`src/rtl/dvp_frame_tx.sv`:
```
// DVP (OV7670-style) pixel bus transmitter: streams an RGB444 frame buffer as
// pclk/vsync/href/d, high byte of each pixel first.
module dvp_frame_tx #(
  parameter int H_ACTIVE    = 320,
  parameter int V_ACTIVE    = 240,
  parameter int H_BLANK     = 144,
  parameter int VSYNC_LINES = 3,
  parameter int V_BACK      = 17,
  parameter int V_FRONT     = 10,
  parameter int CLK_DIV     = 4,
  parameter int ADDR_W      = 17
) (
  input  logic              clk,
  input  logic              rst_n,
  input  logic              start,
  output logic              pix_rd,
  output logic [ADDR_W-1:0] pix_addr,
  input  logic [11:0]       pix_data,
  output logic              pclk,
  output logic              vsync,
  output logic              href,
  output logic [7:0]        d,
  output logic              busy,
  output logic              frame_done
);

  localparam int LINE_LEN = 2*H_ACTIVE + H_BLANK;
  localparam int MAX_AB   = (VSYNC_LINES > V_BACK) ? VSYNC_LINES : V_BACK;
  localparam int MAX_CD   = (V_ACTIVE > V_FRONT) ? V_ACTIVE : V_FRONT;
  localparam int MAX_L    = (MAX_AB > MAX_CD) ? MAX_AB : MAX_CD;
  localparam int BYTE_W   = (LINE_LEN > 1) ? $clog2(LINE_LEN) : 1;
  localparam int LINE_W   = (MAX_L > 1) ? $clog2(MAX_L) : 1;
  localparam int DIV_W    = $clog2(CLK_DIV);

  localparam logic [BYTE_W-1:0] LAST_BYTE = BYTE_W'(LINE_LEN-1);
  localparam logic [BYTE_W-1:0] ACT_BYTES = BYTE_W'(2*H_ACTIVE);
  localparam logic [BYTE_W-1:0] LAST_ODD  = BYTE_W'(2*H_ACTIVE-1);

  typedef enum logic [2:0] {IDLE, VSYNC, VBACK, ACTIVE, VFRONT} state_t;

  state_t            r_state;
  logic [DIV_W-1:0]  r_div;
  logic [BYTE_W-1:0] r_byteCnt;
  logic [LINE_W-1:0] r_lineCnt;
  logic [11:0]       r_pix;
  logic              r_rdDly;

  state_t            w_nState;
  logic [BYTE_W-1:0] w_nByte;
  logic [LINE_W-1:0] w_nLine;
  logic [DIV_W-1:0]  w_divNext;
  logic              w_wrap;
  logic              w_lineEnd;
  logic              w_lastLine;
  logic              w_frameEnd;
  logic              w_startFrame;
  logic              w_activeByte;
  logic              w_fetch;
  logic [11:0]       w_pix;
  logic [7:0]        w_dNext;

  // Next byte-period position; only committed on the edge where div wraps.
  always_comb begin
    w_wrap     = (r_div == DIV_W'(CLK_DIV-1));
    w_divNext  = w_wrap ? '0 : r_div + DIV_W'(1);
    w_lineEnd  = (r_byteCnt == LAST_BYTE);
    w_nState   = r_state;
    w_nByte    = r_byteCnt;
    w_nLine    = r_lineCnt;
    w_frameEnd = 1'b0;
    case (r_state)
      VSYNC:   w_lastLine = (r_lineCnt == LINE_W'(VSYNC_LINES-1));
      VBACK:   w_lastLine = (r_lineCnt == LINE_W'(V_BACK-1));
      ACTIVE:  w_lastLine = (r_lineCnt == LINE_W'(V_ACTIVE-1));
      VFRONT:  w_lastLine = (r_lineCnt == LINE_W'(V_FRONT-1));
      default: w_lastLine = 1'b0;
    endcase
    if (r_state == IDLE) begin
      if (start) begin
        w_nState = VSYNC;
        w_nByte  = '0;
        w_nLine  = '0;
      end
    end else if (w_lineEnd) begin
      w_nByte = '0;
      if (w_lastLine) begin
        w_nLine = '0;
        case (r_state)
          VSYNC:  w_nState = VBACK;
          VBACK:  w_nState = ACTIVE;
          ACTIVE: w_nState = VFRONT;
          VFRONT: begin
            w_frameEnd = 1'b1;
            w_nState   = start ? VSYNC : IDLE;
          end
          default: w_nState = IDLE;
        endcase
      end else begin
        w_nLine = r_lineCnt + LINE_W'(1);
      end
    end else begin
      w_nByte = r_byteCnt + BYTE_W'(1);
    end

    w_startFrame = (w_nState == VSYNC) && (r_state != VSYNC);
    w_activeByte = (w_nState == ACTIVE) && (w_nByte < ACT_BYTES);
    // Prefetch the next pixel on odd bytes, or in the last byte before a line.
    w_fetch = ((w_nState == ACTIVE) && w_nByte[0] && (w_nByte < LAST_ODD)) ||
              ((w_nState == ACTIVE) && (w_nByte == LAST_BYTE) &&
               (w_nLine != LINE_W'(V_ACTIVE-1))) ||
              ((w_nState == VBACK) && (w_nByte == LAST_BYTE) &&
               (w_nLine == LINE_W'(V_BACK-1)));
    // With CLK_DIV=2 the read data arrives on the same edge it is first needed.
    w_pix   = r_rdDly ? pix_data : r_pix;
    w_dNext = !w_activeByte ? 8'h00 :
              (w_nByte[0] ? {w_pix[3:0], 4'h0} : w_pix[11:4]);
  end

  always_ff @(posedge clk or negedge rst_n) begin
    if (!rst_n) begin
      r_state    <= IDLE;
      r_div      <= '0;
      r_byteCnt  <= '0;
      r_lineCnt  <= '0;
      r_pix      <= '0;
      r_rdDly    <= 1'b0;
      pclk       <= 1'b0;
      vsync      <= 1'b1;
      href       <= 1'b0;
      d          <= '0;
      pix_rd     <= 1'b0;
      pix_addr   <= '0;
      busy       <= 1'b0;
      frame_done <= 1'b0;
    end else begin
      r_div      <= w_divNext;
      pclk       <= (w_divNext >= DIV_W'(CLK_DIV/2));
      r_rdDly    <= pix_rd;
      pix_rd     <= w_wrap && w_fetch;
      frame_done <= w_wrap && w_frameEnd;
      if (r_rdDly) r_pix <= pix_data;
      if (w_wrap && w_startFrame) pix_addr <= '0;
      else if (pix_rd)            pix_addr <= pix_addr + ADDR_W'(1);
      if (w_wrap) begin
        r_state   <= w_nState;
        r_byteCnt <= w_nByte;
        r_lineCnt <= w_nLine;
        vsync     <= (w_nState == IDLE) || (w_nState == VSYNC);
        href      <= w_activeByte;
        d         <= w_dNext;
        busy      <= (w_nState != IDLE);
      end
    end
  end

endmodule

```
`config.mk`:
```
export PLATFORM = sky130hd
export DESIGN_NAME = dvp_frame_tx
export DESIGN_NICKNAME = d
export VERILOG_FILES = /design/src/rtl/dvp_frame_tx.sv
export SDC_FILE = /design/constraint.sdc
export NUM_CORES = 1
export LEC_CHECK = 0
export CAP_MARGIN = 20
export CORE_MARGIN = 2
export CORE_UTILIZATION = 47
export CTS_CLUSTER_DIAMETER = 80
export DETAILED_ROUTE_END_ITERATION = 8
export PLACE_DENSITY = 0.66
export SYNTH_ARGS = -nofsm -noshare
export SYNTH_HDL_FRONTEND = slang
export SYNTH_SLANG_ARGS = --single-unit
```
`constraint.sdc`:
```
create_clock -name clk -period 7.1 [get_ports clk]
set_input_delay 0.71 -clock clk [delete_from_list [all_inputs] [get_ports clk]]
set_output_delay 0.71 -clock clk [all_outputs]
set_load 0.05 [all_outputs]
```
Word-level counts from Yosys, hierarchy flattened
Cells that the tools add are included.
{"block": "totals", "rom_bits": 0, "register_bits": 67, "mem_count": 0, "output_inout_bits": 31, "latchBits": 0, "input_bits": 15, "mem_bits_rw": 0, "word_cells": 80}
{"block": "classes", "n_shift": 0, "muxes": 24, "bitwise": 0, "n_reduce_logical": 18, "mul": 0, "eq_ne": 17, "addsub": 4, "n_lt_le_gt_ge": 3, "n_div": 0}
{"op": "$mux W8", "n": 6}
{"op": "$mux W17", "n": 2}
{"op": "$mux W10", "n": 3}
{"op": "$eq A10 B10 Y1 const B", "n": 2}
{"op": "$lt A10 B10 Y1 const B", "n": 2}
{"op": "$add A17 B1 Y17 const B", "n": 1}
{"op": "$eq A8 B5 Y1 const B", "n": 2}
{"op": "$eq A3 B2 Y1 const B", "n": 4}
{"op": "$mux W12", "n": 1}
{"op": "$mux W3", "n": 4}
{"op": "$pmux W3 S4", "n": 1}
{"op": "$logic_and A1 B1 Y1", "n": 11}
{"op": "$add A10 B1 Y10 const B", "n": 1}
{"op": "$add A8 B1 Y8 const B", "n": 1}
{"op": "$eq A8 B2 Y1 const B", "n": 1}
{"op": "$eq A8 B4 Y1 const B", "n": 1}
{"op": "$eq A8 B8 Y1 const B", "n": 1}
{"op": "$ne A8 B8 Y1 const B", "n": 1}
{"op": "$eq A3 B1 Y1 const B", "n": 2}
{"op": "$logic_not A3 Y1", "n": 2}
{"op": "$mux W1", "n": 5}
{"op": "$pmux W1 S4", "n": 1}
{"op": "$eq A3 B3 Y1 const B", "n": 1}
{"op": "$logic_or A1 B1 Y1", "n": 3}
{"op": "other kinds (7)", "n": 7}

Depth between registers and ports, before layout
Gate-level depths: netlist of the first run.
{"block": "logic_depth", "word_depth": 11, "mapped_depth": 12, "depth_no_buf": 10}

Worst setup path after synthesis of the first run
OpenSTA, ideal clock, no wires.
{"block": "synth_path", "path_kind": "register -> register", "startpoint": "reg r_byteCnt[0]", "endpoint": "reg pix_rd", "stages_incl_launch_ff": 11, "required_ns": 6.966, "path_slack_ns": 4.420, "arrival_ns": 2.546, "setup_time_ns": 0.134, "n_path_buf": 1, "period_less_slack_ns": 2.680, "path_cell_list": "dfrtp_1 ha_1 clkbuf_1 nand3_1 nor3_4 o21ai_0 o21ai_0 a2bb2oi_1 inv_1 o41ai_1 a21boi_1"}
{"block": "synth_between", "elab_chain_len": 9, "word_cells_on_any_way": 24, "classes_between": "1 x add/sub; 1 x order compare; 6 x eq/ne; 7 x mux; 9 x reduce/logical"}
{"item": "start: declaration", "line_no": "43", "text": "logic [BYTE_W-1:0] r_byteCnt;"}
{"item": "start signal: assignment", "line_no": "146", "text": "r_byteCnt <= w_nByte;"}
{"item": "branches (longest 7 deep; another with $add A10 B1 Y10)"}
{"item": "$logic_or A1 B1 Y1 (*)", "line_no": "110", "text": "(w_nLine != LINE_W'(V_ACTIVE-1))) ||"}
{"item": "$logic_and A1 B1 Y1 (*)", "line_no": "139", "text": "pix_rd <= w_wrap && w_fetch;"}
{"item": "end signal: assignment", "line_no": "139"}
{"item": "end: declaration", "line_no": "16", "text": "output logic pix_rd,"}
Every way passes the cells marked *.
A chain may end at the register's enable or synchronous reset.

Worst setup path in the final report of the first run
{"block": "layout_path", "startpoint": "reg r_state[1]", "endpoint": "reg pix_rd"}
{"block": "layout_between", "elab_chain_len": 11, "word_cells_on_any_way": 30, "classes_between": "1 x order compare; 9 x eq/ne; 10 x mux; 10 x reduce/logical"}
{"item": "start: declaration", "line_no": "41", "text": "state_t r_state;"}
{"item": "start signal: assignment", "line_no": "145", "text": "r_state <= w_nState;"}
{"item": "$eq A3 B3 Y1, or another cell as far along", "line_no": "71, 88"}
{"item": "$pmux W3 S4 or $pmux W1 S4 (tied branches)", "line_no": "88, 71"}
{"item": "$mux W3", "line_no": "86", "text": "if (w_lastLine) begin"}
{"item": "$mux W3", "line_no": "84", "text": "end else if (w_lineEnd) begin"}
{"item": "$mux W3", "line_no": "78", "text": "if (r_state == IDLE) begin"}
{"item": "$eq A3 B2 Y1", "line_no": "108, 109"}
{"item": "$logic_and A1 B1 Y1 (on tied branches) (2 in series)", "line_no": "108, 109"}
{"item": "$logic_or A1 B1 Y1", "line_no": "108", "text": "w_fetch = ((w_nState == ACTIVE) && w_nByte[0] && (w_nByte < LAST_ODD)) ||"}
{"item": "$logic_or A1 B1 Y1 (*)", "line_no": "110"}
{"item": "$logic_and A1 B1 Y1 (*)", "line_no": "139"}
Every way passes the cells marked *; elsewhere a longest branch is shown, timed or not.

==> metrics.csv, run 1 <==
metric,value,unit
gr usage total,0.213,
port bufs,45,
Yosys reg bits,66,
Synth Flop Type,dfrtp_1,
total grt overflow,0,
gate count after technology mapping,409,
# clock sinks,66,
worst slew pin tran,1010,ps
Clock transition at path regs,80,ps
DRC Markers,0,
fillers,735,
initial antenna violation count,0,
M1 GR Usage,0.306,
power per cell area,223,mW/mm^2
diode count,0,
WS Path Type,flip-flop to flip-flop,
GR peak layer,met2,
crit start category,flip-flop,
pin count of the biggest net entering global routing,67,
Final period util,0.451,
worst-path fanout max,17,
static leakage,1.88,nW
routability cong.,0.909,
Max Slew Vio Count,0,
vias per cell,5.92,
"Distinct cells, synth",63,
Die Area,0.00884,sq mm
Max-Cap Viols,0,
Area Overhead vs Synth,16.6,%
Final Setup Violations,0,
met3 Resource Use GR,0.0441,
skew final,9.31,ps
Root Driver,clkbuf_8,
ratio of cells with drive above 1 in the final layout,0.108,
syn_area_per_cell,9.32,sq um
initial DRC count,167,
Core Area,0.00781,sq mm
critical path required time,7360,ps
Final TNS setup,0,ps
worst-case clock buffer depth,2,
Post-synth EDFFs,0,
asr flop ratio synth,1.00,
Syn Std Cell Area,0.00381,sq mm
"commonest non-fill, non-tap cells in the layout","65 x dfrtp_1, 49 x nor2_1, 44 x clkdlybuf4s50_1",
fin crit period,3200,ps
Routed WL,8780,um
final non-filler cell total,546,
Pre-Repair DR Iteration Count,5,
register area share after synthesis,0.434,
status,"finished, final reports clean",
CTS resizes,0,
type of the most critical hold path,flip-flop to flip-flop,
CTS Buf Count,9,
worst skew pair latency,340,ps
row count,32,
yosys warns,0,
kind of end point of the critical path,flip-flop,
peak supply drop,0.113,mV
Fin. Hold Viols,0,
multi-input logic area,0.00200,sq mm
worst endpoint data arrival time,3460,ps
wire per inst,16.1,um
Hold Buf Count CTS,0,
via count,3232,
CTS tree,yes,
cell count after placement,530,
Post-layout nets,458,
H-tree depth,3,
Die Y-Extent,94.0,um
first-pass GRT wire length,15000,um
Die W,94.0,um
fmax,313,MHz
I/O pin cnt,46,
Rel. slew slack,0.326,
initial core utilization,0.488,
Antenna Nets Post-Route,0,
M2 GR Usage,0.330,
"commonest non-fill, non-tap cell in the layout",dfrtp_1,
postcts setup bufs,0,
unrepaired setup endpoints after global routing,false,
Sequential cell area,0.00165,sq mm
detailed placer's ending HPWL,5940,um
vias in the first global route,3019,
net count after synthesis,428,
registers in the layout (all words and copies together) (netlist names):
name	cells
d	8
pix_addr	17
r_pix	12
r_state	3
pix_rd	1
r_rdDly	1
busy	1
frame_done	1
r_lineCnt	8
href	1
r_div	1
vsync	1
pclk	1
r_byteCnt	10
logic make-up (layout without fill, tap and decap cells):
family                   count (synthesis)  after routing  share of synthesized area
AND/OR/NAND/NOR                        164            164                      0.224
AO/OA/AOI/OAI                           93             93                      0.170
flip-flops                              66             66                      0.434
buffers and inverters                   37             72                     0.0430
XOR/XNOR                                23             23                     0.0529
multiplexers                            22             22                     0.0631
adder cells (fa/ha/maj)                  4              4                     0.0131
metal layers:
metal / part of all wire / up-vias
li1: - / 1540
met1: 0.47 / 1561
met2: 0.46 / 123
met3: 0.065 / 8
met4: 0.0073 / 0
met5: 0 / -
through the flow:
stage          hold slack, ps  setup slack, ps  utilization  power, mW  instance area (sq um)
6_report                  441             3900        0.569      0.990                   4440
3_5_place_dp              432             3960        0.547      0.707                   4270
5_1_grt                   458             3730        0.569       1.04                   4440
4_1_cts                   442             3970        0.569      0.997                   4440
2_1_floorplan             401             4420            -      0.644                   3810
3_3_place_gp              425             4020        0.547      0.703                   4270
worst max-delay path, cell delays in order, from the launching register on:
cell	delay [ps]
dfrtp_1	640
or3_1	500
o31a_1	550
a22oi_1	150
a211oi_1	310
and3b_1	220
o2111ai_1	140
nor4_1	330
a31oi_1	130
a21boi_1	160
synth_stat cells, types with 4 or more instances:
library cell	number	area share
a21oi_1	16	0.021
a31oi_1	6	0.0099
a41o_1	4	0.011
and3_1	12	0.020
buf_2	8	0.011
clkbuf_1	16	0.016
dfrtp_1	65	0.43
ha_1	4	0.013
inv_1	9	0.0089
mux2_2	16	0.047
mux2i_1	6	0.016
nand2_1	31	0.031
nand3_1	19	0.025
nand3b_1	5	0.0099
nand4_1	8	0.013
nor2_1	49	0.048
nor2b_1	6	0.0099
nor3_1	10	0.013
nor3b_1	5	0.0099
o21ai_0	28	0.037
xnor2_1	10	0.023
xor2_1	13	0.030
layout make-up:
class,instances,share of cell area
repair buffers,47,0.104
inverters,9,0.00761
flip-flops and latches,66,0.372
well taps,102,0.0287
clock inverters,5,0.00676
multi-input cells,306,0.449
clock buffers,11,0.0318
report_power, final:
part / internal (mW) / total, mW / switching, mW
logic: 0.102 / 0.243 / 0.141
registers: 0.405 / 0.461 / 0.0566
clock network: 0.135 / 0.286 / 0.151
final timing paths:
path                             from      endpoint  slack [ps]  depth (start not counted)
max                        r_state[1]        pix_rd        3900                          9
max in group asynchronous       rst_n  r_lineCnt[5]        6020                          2
min                          r_div[0]      r_div[0]         440                          1
min reg2reg                  r_div[0]      r_div[0]         440                          1
max reg2reg                r_state[1]        pix_rd        3900                          9
min in group asynchronous       rst_n      r_pix[9]         550                          2
Note: power is estimated with default switching activity, not from simulation.
==> inputs of run 2 (changes only) <==
PLACE_DENSITY = 0.69   (was 0.66)
clock period = 2.79 ns   (was 7.1 ns; I/O delays follow)
==> metrics.csv, run 2 (synthesis results as in run 1) <==
metric,value,unit
skew final,10.3,ps
detailed placer's ending HPWL,6560,um
worst slew pin tran,632,ps
routability cong.,0.888,
Area Overhead vs Synth,25.9,%
Max-Cap Viols,0,
DRC Markers,0,
port bufs,45,
type of the most critical hold path,flip-flop to flip-flop,
Routed WL,9130,um
fin crit period,2650,ps
initial antenna violation count,0,
fmax,378,MHz
row count,32,
Worst Hold Path Cells,1,
Largest Register,pix_addr,
worst-path fanout max,5,
Max Slew Vio Count,0,
initial core utilization,0.488,
worst-case clock buffer depth,2,
I/O pin cnt,46,
Core Area,0.00781,sq mm
crit start category,flip-flop,
peak supply drop,0.270,mV
largest registers,"pix_addr x17, r_pix x12, r_byteCnt x10",
"commonest non-fill, non-tap cells in the layout","64 x dfrtp_1, 48 x nor2_1, 44 x clkdlybuf4s50_1",
initial DRC count,257,
pin count of the biggest net entering global routing,36,
R2R Setup Slk,140,ps
first-pass GRT wire length,15500,um
static leakage,2.06,nW
wire per inst,15.7,um
Post-Route Utilization,0.614,
Setup WS pre-CTS,30.0,ps
WS Path Type,flip-flop to flip-flop,
ratio of cells with drive above 1 in the final layout,0.192,
Fin. Hold Viols,0,
Critical R2R Capture,pix_rd,
Die Y-Extent,94.0,um
Reg2Reg Depth,11,
reg2reg start,r_byteCnt[1],
via count,3330,
worst hold endpoint,r_div[0],
Post-layout nets,492,
gr usage total,0.222,
vias per cell,5.74,
CTS tree,yes,
# clock sinks,66,
"commonest non-fill, non-tap cell in the layout",dfrtp_1,
worst endpoint data arrival time,2920,ps
Antenna Nets Post-Route,0,
Final Instance Area,0.00480,sq mm
H-tree depth,3,
HP Start,r_div[0],
Final period util,0.949,
Worst Slack Setup Final,141,ps
total grt overflow,0,
power per cell area,557,mW/mm^2
CTS Buf Count,9,
critical path required time,3060,ps
Rel. slew slack,0.579,
Root Driver,clkbuf_8,
Pre-Repair DR Iteration Count,4,
Die Area,0.00884,sq mm
vias in the first global route,3138,
Final TNS setup,0,ps
Clock transition at path regs,80,ps
kind of end point of the critical path,flip-flop,
Post-Place Cell Area,0.00451,sq mm
Final Setup Violations,0,
diode count,0,
status,"finished, final reports clean",
Die W,94.0,um
worst skew pair latency,340,ps
max FFs per register,17,
-- run 2: changes by cell type in the layout (fill, tap and decap cells not counted), sizes merged --
cell,delta
dlygate4sd3,+1
clkinv,-1
buf,+33
bufinv,+1
-- run 2: area by class of cell --
class	count	area, sq um
fill	687	3010
multi-input combinational	306	2050
sequential	66	1650
timing repair buffer	81	743
clock buffer	11	131
tap	102	128
clock inverter	5	55.1
inverter	9	33.8
-- run 2: report_power, final --
part / internal (mW) / switching (mW) / total (mW)
sequential: 1.03 / 0.0930 / 1.12
combinational: 0.327 / 0.434 / 0.761
clock: 0.411 / 0.377 / 0.787
-- run 2: how the worst max path moves through the flow --
stage,start,endpoint,slack [ps],cells past startpoint
2_1_floorplan,r_byteCnt[0],pix_rd,110,10
3_3_place_gp,r_state[1],pix_rd,40,10
3_5_place_dp,r_state[1],pix_rd,30,9
4_1_cts,r_state[1],pix_rd,20,9
5_1_grt,r_lineCnt[0],pix_rd,-50,9
6_report,r_byteCnt[1],pix_rd,140,11
-- run 2: critical path, stage by stage (launching register included) --
cell       delay (ps)
dfrtp_1           420
ha_1              210
nand3_1           270
o31ai_4           110
buf_4             160
nor4_1            310
a21oi_2            80
and3b_1           260
o2111ai_2         170
nor4_1            300
a31oi_1           120
a21boi_1          160
-- run 2: metal layers --
metal | GRT usage | wire length [um] | share of wire
met3 | 0.0482 | 502 | 0.055
met2 | 0.349 | 4220 | 0.46
met4 | 0.0580 | 115 | 0.013
met1 | 0.311 | 4300 | 0.47
met5 | 0 | 0 | 0
-- run 2: what timing repair did --
item / CTS / global route
endpoints found under the setup margin: 0 / 3
hold buffers: 1 / 0
endpoints found under the hold margin: 25 / 0
setup buffers: 0 / 4
resized for setup: 0 / 14
-- run 2: through the flow --
stage / total power, mW / hold WS (ps) / instances
2_1_floorplan: 1.64 / -16.6 / 409
3_3_place_gp: 1.85 / 319 / 559
3_5_place_dp: 1.86 / 320 / 559
4_1_cts: 2.65 / 435 / 576
5_1_grt: 2.80 / 456 / 580
6_report: 2.67 / 433 / 580
